### config.mk
export PLATFORM = sky130hd
export DESIGN_NAME = mod3_serial_tx
export DESIGN_NICKNAME = d
export VERILOG_FILES = /design/src/rtl/mod3_serial_tx.sv
export SDC_FILE = /design/constraint.sdc
export NUM_CORES = 1
export LEC_CHECK = 0
export CORE_MARGIN = 2
export CORE_UTILIZATION = 50
export DETAILED_ROUTE_END_ITERATION = 8
export PLACE_DENSITY = 0.8
export SLEW_MARGIN = 20
export SYNTH_ARGS = -nofsm -noshare
export SYNTH_HDL_FRONTEND = slang
export SYNTH_SLANG_ARGS = --single-unit
### constraint.sdc
create_clock -name clk -period 2.13 [get_ports clk]
set_input_delay 0.426 -clock clk [delete_from_list [all_inputs] [get_ports clk]]
set_output_delay 0.426 -clock clk [all_outputs]
set_load 0.005 [all_outputs]
### src/rtl/mod3_serial_tx.sv
// mod3_serial_tx
//   Accepts a WIDTH-bit word via ready/load and shifts it out MSB-first,
//   one bit per clock, tracking the running prefix value mod 3. At end of
//   word a one-cycle done pulse reports whether the word is divisible by 3.
// Ports:
//   clk       rising-edge clock
//   rst       asynchronous active-low reset
//   load      accept request, honoured only while ready=1
//   data      word to send, sampled on the accepting edge
//   ready     idle, will accept load
//   outp      current serial bit (0 outside SHIFT)
//   out_valid outp carries a valid bit
//   last      outp is the LSB of the word
//   residue   prefix mod 3 including the bit on outp
//   done      one-cycle pulse after the last bit
//   div3      valid with done; 1 when word mod 3 == 0
module mod3_serial_tx #(
  parameter int unsigned WIDTH = 8
) (
  input  logic             clk,
  input  logic             rst,
  input  logic             load,
  input  logic [WIDTH-1:0] data,
  output logic             ready,
  output logic             outp,
  output logic             out_valid,
  output logic             last,
  output logic [1:0]       residue,
  output logic             done,
  output logic             div3
);

  localparam int unsigned CW = $clog2(WIDTH + 1);

  typedef enum logic [1:0] {
    S_IDLE,
    S_SHIFT,
    S_DONE
  } state_t;

  state_t           state_q, state_d;
  logic [WIDTH-1:0] shreg_q, shreg_d;
  logic [CW-1:0]    cnt_q, cnt_d;
  logic [CW-1:0]    cnt_inc;
  logic             ready_q, ready_d;
  logic             outp_q, outp_d;
  logic             out_valid_q, out_valid_d;
  logic             last_q, last_d;
  logic [1:0]       residue_q, residue_d;
  logic             done_q, done_d;
  logic             div3_q, div3_d;

  // (2r + b) mod 3 as a table on {r, b}; 2'b11 is never reached
  function automatic logic [1:0] mod3_step(input logic [1:0] r, input logic b);
    logic [1:0] n;
    case ({r, b})
      3'b000:  n = 2'd0;
      3'b001:  n = 2'd1;
      3'b010:  n = 2'd2;
      3'b011:  n = 2'd0;
      3'b100:  n = 2'd1;
      3'b101:  n = 2'd2;
      default: n = 2'd0;
    endcase
    return n;
  endfunction

  assign cnt_inc = cnt_q + CW'(1);

  always_comb begin
    state_d     = state_q;
    shreg_d     = shreg_q;
    cnt_d       = cnt_q;
    outp_d      = 1'b0;
    out_valid_d = 1'b0;
    last_d      = 1'b0;
    residue_d   = residue_q;
    done_d      = 1'b0;
    div3_d      = 1'b0;
    case (state_q)
      S_IDLE: begin
        if (load) begin
          state_d     = S_SHIFT;
          // MSB goes straight to outp, so the register holds the remaining bits
          shreg_d     = data << 1;
          outp_d      = data[WIDTH-1];
          out_valid_d = 1'b1;
          residue_d   = {1'b0, data[WIDTH-1]};
          cnt_d       = CW'(1);
          last_d      = (WIDTH == 1);
        end
      end
      S_SHIFT: begin
        if (cnt_q == CW'(WIDTH)) begin
          state_d = S_DONE;
          done_d  = 1'b1;
          div3_d  = (residue_q == 2'd0);
          cnt_d   = '0;
        end else begin
          outp_d      = shreg_q[WIDTH-1];
          shreg_d     = shreg_q << 1;
          out_valid_d = 1'b1;
          residue_d   = mod3_step(residue_q, shreg_q[WIDTH-1]);
          cnt_d       = cnt_inc;
          last_d      = (cnt_inc == CW'(WIDTH));
        end
      end
      S_DONE: begin
        state_d = S_IDLE;
      end
      default: begin
        state_d = S_IDLE;
      end
    endcase
    ready_d = (state_d == S_IDLE);
  end

  always_ff @(posedge clk or negedge rst) begin
    if (!rst) begin
      state_q     <= S_IDLE;
      shreg_q     <= '0;
      cnt_q       <= '0;
      ready_q     <= 1'b1;
      outp_q      <= 1'b0;
      out_valid_q <= 1'b0;
      last_q      <= 1'b0;
      residue_q   <= 2'd0;
      done_q      <= 1'b0;
      div3_q      <= 1'b0;
    end else begin
      state_q     <= state_d;
      shreg_q     <= shreg_d;
      cnt_q       <= cnt_d;
      ready_q     <= ready_d;
      outp_q      <= outp_d;
      out_valid_q <= out_valid_d;
      last_q      <= last_d;
      residue_q   <= residue_d;
      done_q      <= done_d;
      div3_q      <= div3_d;
    end
  end

  assign ready     = ready_q;
  assign outp      = outp_q;
  assign out_valid = out_valid_q;
  assign last      = last_q;
  assign residue   = residue_q;
  assign done      = done_q;
  assign div3      = div3_q;

endmodule

==> results of run 1 <==
[synth_stat cells, drive strengths merged (2+ instances only)]
master / count / area [sq um]
dfrtp: 20 / 500
mux2: 13 / 169
inv: 4 / 15.0
nand2: 4 / 15.0
o21ai: 4 / 20.0
ha: 3 / 37.5
nor2: 3 / 11.3
nor3b: 3 / 22.5
a21oi: 2 / 21.3
a22o: 2 / 17.5
buf: 2 / 22.5
nand3: 2 / 10.0
xor2: 2 / 17.5
[flip-flops by register name, indices dropped and copies added, names as in the netlist, 2 cells and up]
| register | flops |
|---|---|
| residue | 2 |
| state_q | 2 |
| cnt_q | 4 |
| shreg_q | 7 |
[cell type report]
cell class	count	area, sq um	share of cell area (%)
sequential	21	527	42.3
multi-input combinational	51	454	36.5
timing repair buffer	19	188	15.1
tap	27	33.8	2.71
clock buffer	3	22.5	1.81
inverter	4	15.0	1.21
clock inverter	1	5.00	0.402
[power by group through the flow]
stage	Sequential, uW	Combinational, uW	Clock (uW)
after floorplan	647	544	0
after global placement	671	686	0
after detailed placement	682	702	0
after CTS	674	713	192
after global routing	695	785	210
final	673	707	188
[per-stage QoR]
| step | hold slack [ns] | instances | util [%] | cell area [sq um] | power (uW) |
|---|---|---|---|---|---|
| floorplan | 0.130 | 78 | - | 1020 | 1190 |
| global placement | 0.486 | 122 | 62.7 | 1220 | 1360 |
| detailed placement | 0.494 | 122 | 62.7 | 1220 | 1380 |
| CTS | 0.425 | 126 | 64.1 | 1240 | 1580 |
| global route | 0.442 | 126 | 64.1 | 1240 | 1690 |
| finish | 0.410 | 126 | 64.1 | 1240 | 1570 |
[layer usage]
| metal | part of all wire (%) | vias up | track usage (%) |
|---|---|---|---|
| met2 | 54 | 13 | 31.1 |
| met3 | 2.9 | 0 | 2.76 |
| met5 | 0 | - | 0 |
| met4 | 0 | 0 | 4.29 |
| met1 | 44 | 332 | 20.2 |
| li1 | - | 319 | - |
[kinds of logic after synthesis]
group / Yosys count / share of synthesized area [%]
XOR/XNOR: 3 / 2.58
AO/OA/AOI/OAI: 13 / 10.3
flip-flops: 21 / 51.7
buffers and inverters: 6 / 3.68
AND/OR/NAND/NOR: 19 / 11.4
adder cells (fa/ha/maj): 3 / 3.69
multiplexers: 13 / 16.6
[path summary, 6_finish.rpt]
check                                            start                endpoint  cells past startpoint
worst min register to register  shreg_q[6]$_DFFE_PN0P_  shreg_q[6]$_DFFE_PN0P_                      1
max in group asynchronous                          rst  residue[1]$_DFFE_PN0P_                      2
min in group clk                shreg_q[6]$_DFFE_PN0P_  shreg_q[6]$_DFFE_PN0P_                      1
worst min-delay path                               rst    cnt_q[1]$_DFFE_PN0P_                      1
worst max register to register    cnt_q[0]$_DFFE_PN0P_  shreg_q[4]$_DFFE_PN0P_                      5
worst max-delay path              cnt_q[0]$_DFFE_PN0P_  shreg_q[4]$_DFFE_PN0P_                      5
==> impl_results.md, run 1 <==
- Via count of the first global-routing pass: 752
- Antenna violation net count after detailed routing: 0
- Worst reg2reg setup slack: 0.36 ns
- Wire length of the first global-routing pass: about 3200 um
- Vias/cell: 5.27
- Core region area: 1940 sq um
- Critical path's largest stage delay: approximately 0.42 ns
- Synth-to-layout area growth: 22.2%
- Count of hold-fix buffers inserted at cts: 0
- Total die area: between 2000 and 2500 sq um
- Mean Syn Cell Area: 13.1 sq um
- Clk sinks: 21
- Total routed wirelength: 1710 um
- Die height: 49.1 um
- Sw Share: 33.4%
- CTS tree: done
- Initial antenna violation count: 0
- Proportion of register bits with asynchronous set or reset after synthesis: 100%
- Final Hold Violating Endpoints: 0
- Result of the run: finished clean
- Post-synthesis sequential area ratio: about half
- Root Buffer: sky130_fd_sc_hd__clkbuf_4
- Maximum number of pins on one net before global-route repair: 13
- PD cells: 1260 nW/um^2
- Flip-flop and latch count after synthesis: 21
- Worst vdd rail ir drop: 704 uV
- YS warnings: 0
- Fraction of power consumed by combinational cells: 45.1%
- Post-Synthesis Cells: between 70 and 80
- Total standard cell area after synthesis: 1020 sq um
- Pre-CTS worst setup slack: around 0.23 ns
- Int Power: 1040 uW
- Final weighted congestion of routability-driven global placement: approximately 0.77
- Endpoint kind of the worst setup timing path: flop
- Number of iterations in the first detailed-routing pass: 4
- Worst path buffer plus inverter count: 1
- Half-perimeter wire length after detailed placement: ~1200 um
- Reported max-cap violation count: 0
- Number of setup violations in the final report: 0
- Class of the tightest hold or removal check: input port to asynchronous set/reset pin
- DR iter-0 viols: 7
- Count of unresolved DRC violations after routing: 0
- Number of antenna diodes: 0
- Main synth FF type: sky130_fd_sc_hd__dfrtp_1
- Critical path, cell by cell: inv_1 > ha_1 > and3b_2 > a21oi_4 > mux2_2
- Syn Nets: 92
- WL per Instance: 13.6 um
- Number of clock buffers inserted by TritonCTS: 3
- Final WS setup: 0.361 ns
- Insertion delay of the later-clocked pin in the worst-skew pair: roughly 0.30 ns
- Most frequent standard cell in the layout excluding fill and tap cells: sky130_fd_sc_hd__dfrtp_1
- Layout cell share with drive strength beyond 1: between 20% and 30%
- Setup_tns: 0 ns
- Clock slew at reported path FFs: 0.12 ns
- Clock skew after layout: between 0.006 and 0.007 ns
- Number of enable-type register cells in the synthesized netlist: 0
- Number of I/O pins: 19
- Relative slew margins: a little under three quarters
- Critical Path Slowest Stage Cell: sky130_fd_sc_hd__dfrtp_1
- RSZ-0062 raised after global routing: no
- Synth unique cells: 29
- Share of total power in sequential cells: 42.9%
- Die W: roughly 49 um
- Highest-count cells in the layout ignoring fill and taps: sky130_fd_sc_hd__dfrtp_1 (20), sky130_fd_sc_hd__clkdlybuf4s50_1 (18), sky130_fd_sc_hd__mux2_2 (7)
- Resize count post-CTS: 0
- Nature of the critical path startpoint: flop
- Fmax: 565 MHz
- Crit Path Category: flop to flop
- Clock period minus worst slack: 1.77 ns
- Biggest fanout along the worst timing path: 10
- Crit path arrival time: 1.96 ns
- Final Cycle Share: 83.0%
- Max Buffers Root-to-Sink: 2
- Relative contribution of the clock network to total power: about an eighth
- Starting density of the core: 52.4%
- Leak pwr: 0.000574 uW
- Switching pwr: 524 uW
- Via count: 664
- Data required time at the worst endpoint: ~2.3 ns
- Final net count: about 110
- Count of port buffers added during placement: 18
- Clock H-tree levels: 1
- Post-CTS setup repair buffer count: 0
- Gr usage total: 16.9%
- Number of standard-cell rows in the floorplan: 16
- Max-slew violations: 0
- Least-Margin Pin Slew: 0.434 ns
- Family of cells with the greatest summed delay on the critical path: flip-flops
- Fill cell total of the finished layout: 154
- Overall overflow remaining after global route: 0
No activity file was read; power rests on OpenSTA's default activity.
==> inputs of run 2 (changes only) <==
Settings changed: CORE_UTILIZATION 50 to 45, PLACE_DENSITY 0.8 to 0.76.
Clock period 2.13 ns to 1.5 ns, I/O delays scaled along.
==> run 2 against run 1 <==
  * The run now ends with setup timing left
  * Sequential cell count stayed put
  * First-iteration DRC count unchanged
  * Register-to-register slack got worse by 0.39 ns
  * Utilization is 0.79 points lower
  * Total power is 62% higher
==> impl_results.md, run 2 (synthesis results as in run 1) <==
- Result of the run: complete, but fails checks
- Violated checks: setup timing
- Biggest registers after layout: shreg_q (7), cnt_q (4)
- Leak pwr: 0.000678 uW (+18%)
- Relative slew margins: 77.6% (+6.5 points)
- Switching pwr: 805 uW (+54%)
- Count of unresolved DRC violations after routing: 0 (unchanged)
- Max-slew violations: 0 (unchanged)
- Maximum number of pins on one net before global-route repair: 22 (+9)
- Layout cell share with drive strength beyond 1: 32.4% (+9.2 points)
- Final Cycle Share: 102% (+19 points)
- Share of total power in sequential cells: 35.3% (-7.6 points)
- Count of port buffers added during placement: 18 (unchanged)
- Antenna violation net count after detailed routing: 0 (unchanged)
- Via count: 714 (+7.5%)
- Number of standard-cell rows in the floorplan: 17 (+1)
- Int Power: 1730 uW (+66%)
- Final Total Pwr: 2540 uW (+62%)
- DR iter-0 viols: 7 (unchanged)
- Highest-count cells in the layout ignoring fill and taps: sky130_fd_sc_hd__dfrtp_1 (20), sky130_fd_sc_hd__clkdlybuf4s50_1 (16), sky130_fd_sc_hd__mux2_4 (12), sky130_fd_sc_hd__buf_4 (12)
- Endpoint kind of the worst setup timing path: flop
- Worst reg2reg setup slack: -0.03 ns (-0.39 ns)
- WL per Instance: 13.3 um (-1.7%)
- Starting density of the core: 46.9% (-5.5 points)
- PD cells: 1850 nW/um^2 (+47%)
- Register name with the most flops: shreg_q
- Half-perimeter wire length after detailed placement: 1390 um (+11%)
- Number of clock buffers inserted by TritonCTS: 3 (unchanged)
- Data required time at the worst endpoint: 1.68 ns (-0.64 ns)
- Pre-CTS worst setup slack: -0.120 ns (-0.350 ns)
- Crit Path Category: flop to flop
- Clock period minus worst slack: 1.53 ns (-0.238 ns)
- Biggest fanout along the worst timing path: 10 (unchanged)
- RSZ-0062 raised after global routing: yes
- Core region area: 2170 sq um (+12%)
- Total routed wirelength: 1860 um (+8.5%)
- Least-Margin Pin Slew: 0.335 ns (-0.0981 ns)
- Relative contribution of the clock network to total power: 10.2% (-1.8 points)
- Die W: 51.6 um (+5.0%)
- Fraction of power consumed by combinational cells: 54.5% (+9.4 points)
- Final weighted congestion of routability-driven global placement: 0.751 (-3.0%)
- Flip-flop count of the largest register after layout: 7 (unchanged)
- Initial antenna violation count: 0 (unchanged)
- Number of antenna diodes: 0 (unchanged)
- Insertion delay of the later-clocked pin in the worst-skew pair: 0.29 ns (about the same)
- Count of hold-fix buffers inserted at cts: 0 (unchanged)
- Total die area: 2660 sq um (+10%)
- Layout Utilization: 63.3% (-0.79 points)
- Die height: 51.6 um (+5.0%)
- CTS tree: done
- Clock H-tree levels: 1 (unchanged)
- Sw Share: 31.7% (-1.7 points)
- Overall overflow remaining after global route: 0 (unchanged)
- Synth-to-layout area growth: 34.9%
- Number of iterations in the first detailed-routing pass: 4 (unchanged)
- Class of the tightest hold or removal check: input port to asynchronous set/reset pin
- Final hold slack: 0.329 ns (-0.0808 ns)
- Final WS setup: -0.0304 ns (-0.392 ns)
- Clock slew at reported path FFs: 0.10 ns (-0.02 ns)
- Final net count: 126 (+11%)
- Reported max-cap violation count: 0 (unchanged)
- Final Hold Violating Endpoints: 0 (unchanged)
- Worst vdd rail ir drop: 922 uV (+31%)
- Vias/cell: 5.14 (-2.5%)
- Fmax: 653 MHz (+16%)
- Most frequent standard cell in the layout excluding fill and tap cells: sky130_fd_sc_hd__dfrtp_1
- Clock skew after layout: 0.00371 ns (-0.00316 ns)
- Via count of the first global-routing pass: 704 (-6.4%)
- Number of setup violations in the final report: 7 (+7)
- Max Buffers Root-to-Sink: 2 (unchanged)
- Clk sinks: 21 (unchanged)
- Crit path arrival time: 1.71 ns (-0.25 ns)
- Nature of the critical path startpoint: flop
- Wire length of the first global-routing pass: 3150 um (-0.66%)
- Root Buffer: sky130_fd_sc_hd__clkbuf_4
- Number of I/O pins: 19 (unchanged)
- Gr usage total: 16.4% (-0.46 points)
[run 2: cell type report]
type                       count  area [sq um]
multi-input combinational     51           479
fill                         183           796
sequential                    21           527
timing repair buffer          31           292
inverter                       4          15.0
clock buffer                   4          26.3
tap                           28          35.0
[run 2: worst paths after layout]
check	endpoint	cells past startpoint	startpoint
hold / removal	cnt_q[1]$_DFFE_PN0P_	2	rst
max in group asynchronous	ready$_DFF_PN1_	2	rst
min in group clk	shreg_q[5]$_DFFE_PN0P_	1	shreg_q[5]$_DFFE_PN0P_
setup reg to reg	shreg_q[3]$_DFFE_PN0P_	6	cnt_q[0]$_DFFE_PN0P_
setup / recovery	shreg_q[3]$_DFFE_PN0P_	6	cnt_q[0]$_DFFE_PN0P_
hold reg to reg	shreg_q[5]$_DFFE_PN0P_	1	shreg_q[5]$_DFFE_PN0P_
[run 2: layer usage]
layer | vias to the layer above | global-route usage (%) | wire [um]
li1 | 343 | - | -
met5 | - | 0 | 0
met3 | 4 | 1.72 | 68
met2 | 21 | 26.9 | 914
met1 | 346 | 21.2 | 843
met4 | 0 | 9.21 | 29
[run 2: per-stage QoR]
| step | std cells | setup TNS [ns] | instance area [sq um] |
|---|---|---|---|
| floorplan | 78 | -0.496 | 1040 |
| global placement | 131 | -0.487 | 1320 |
| global route | 139 | -0.512 | 1370 |
| finish | 139 | -0.102 | 1370 |
| CTS | 138 | -0.132 | 1360 |
| detailed placement | 131 | -0.786 | 1320 |
[run 2: critical path: stages (launching register included)]
cell                      delay (ns)
sky130_fd_sc_hd__dfrtp_1        0.38
sky130_fd_sc_hd__inv_2          0.05
sky130_fd_sc_hd__ha_2           0.16
sky130_fd_sc_hd__and3b_2        0.23
sky130_fd_sc_hd__a21oi_4        0.15
sky130_fd_sc_hd__buf_12         0.15
sky130_fd_sc_hd__mux2_4         0.30
[run 2: power by group through the flow]
stage,clock network (uW),logic (uW),registers [uW]
after floorplan,0,856,924
after global placement,0,1260,918
after detailed placement,0,1320,924
after CTS,266,1380,895
after global routing,302,1500,921
final,259,1380,897
[run 2: repair_timing]
item | CTS | global route
setup buffers | 3 | 1
gates resized for setup | 1 | 1
endpoints found under the setup margin | 10 | 9
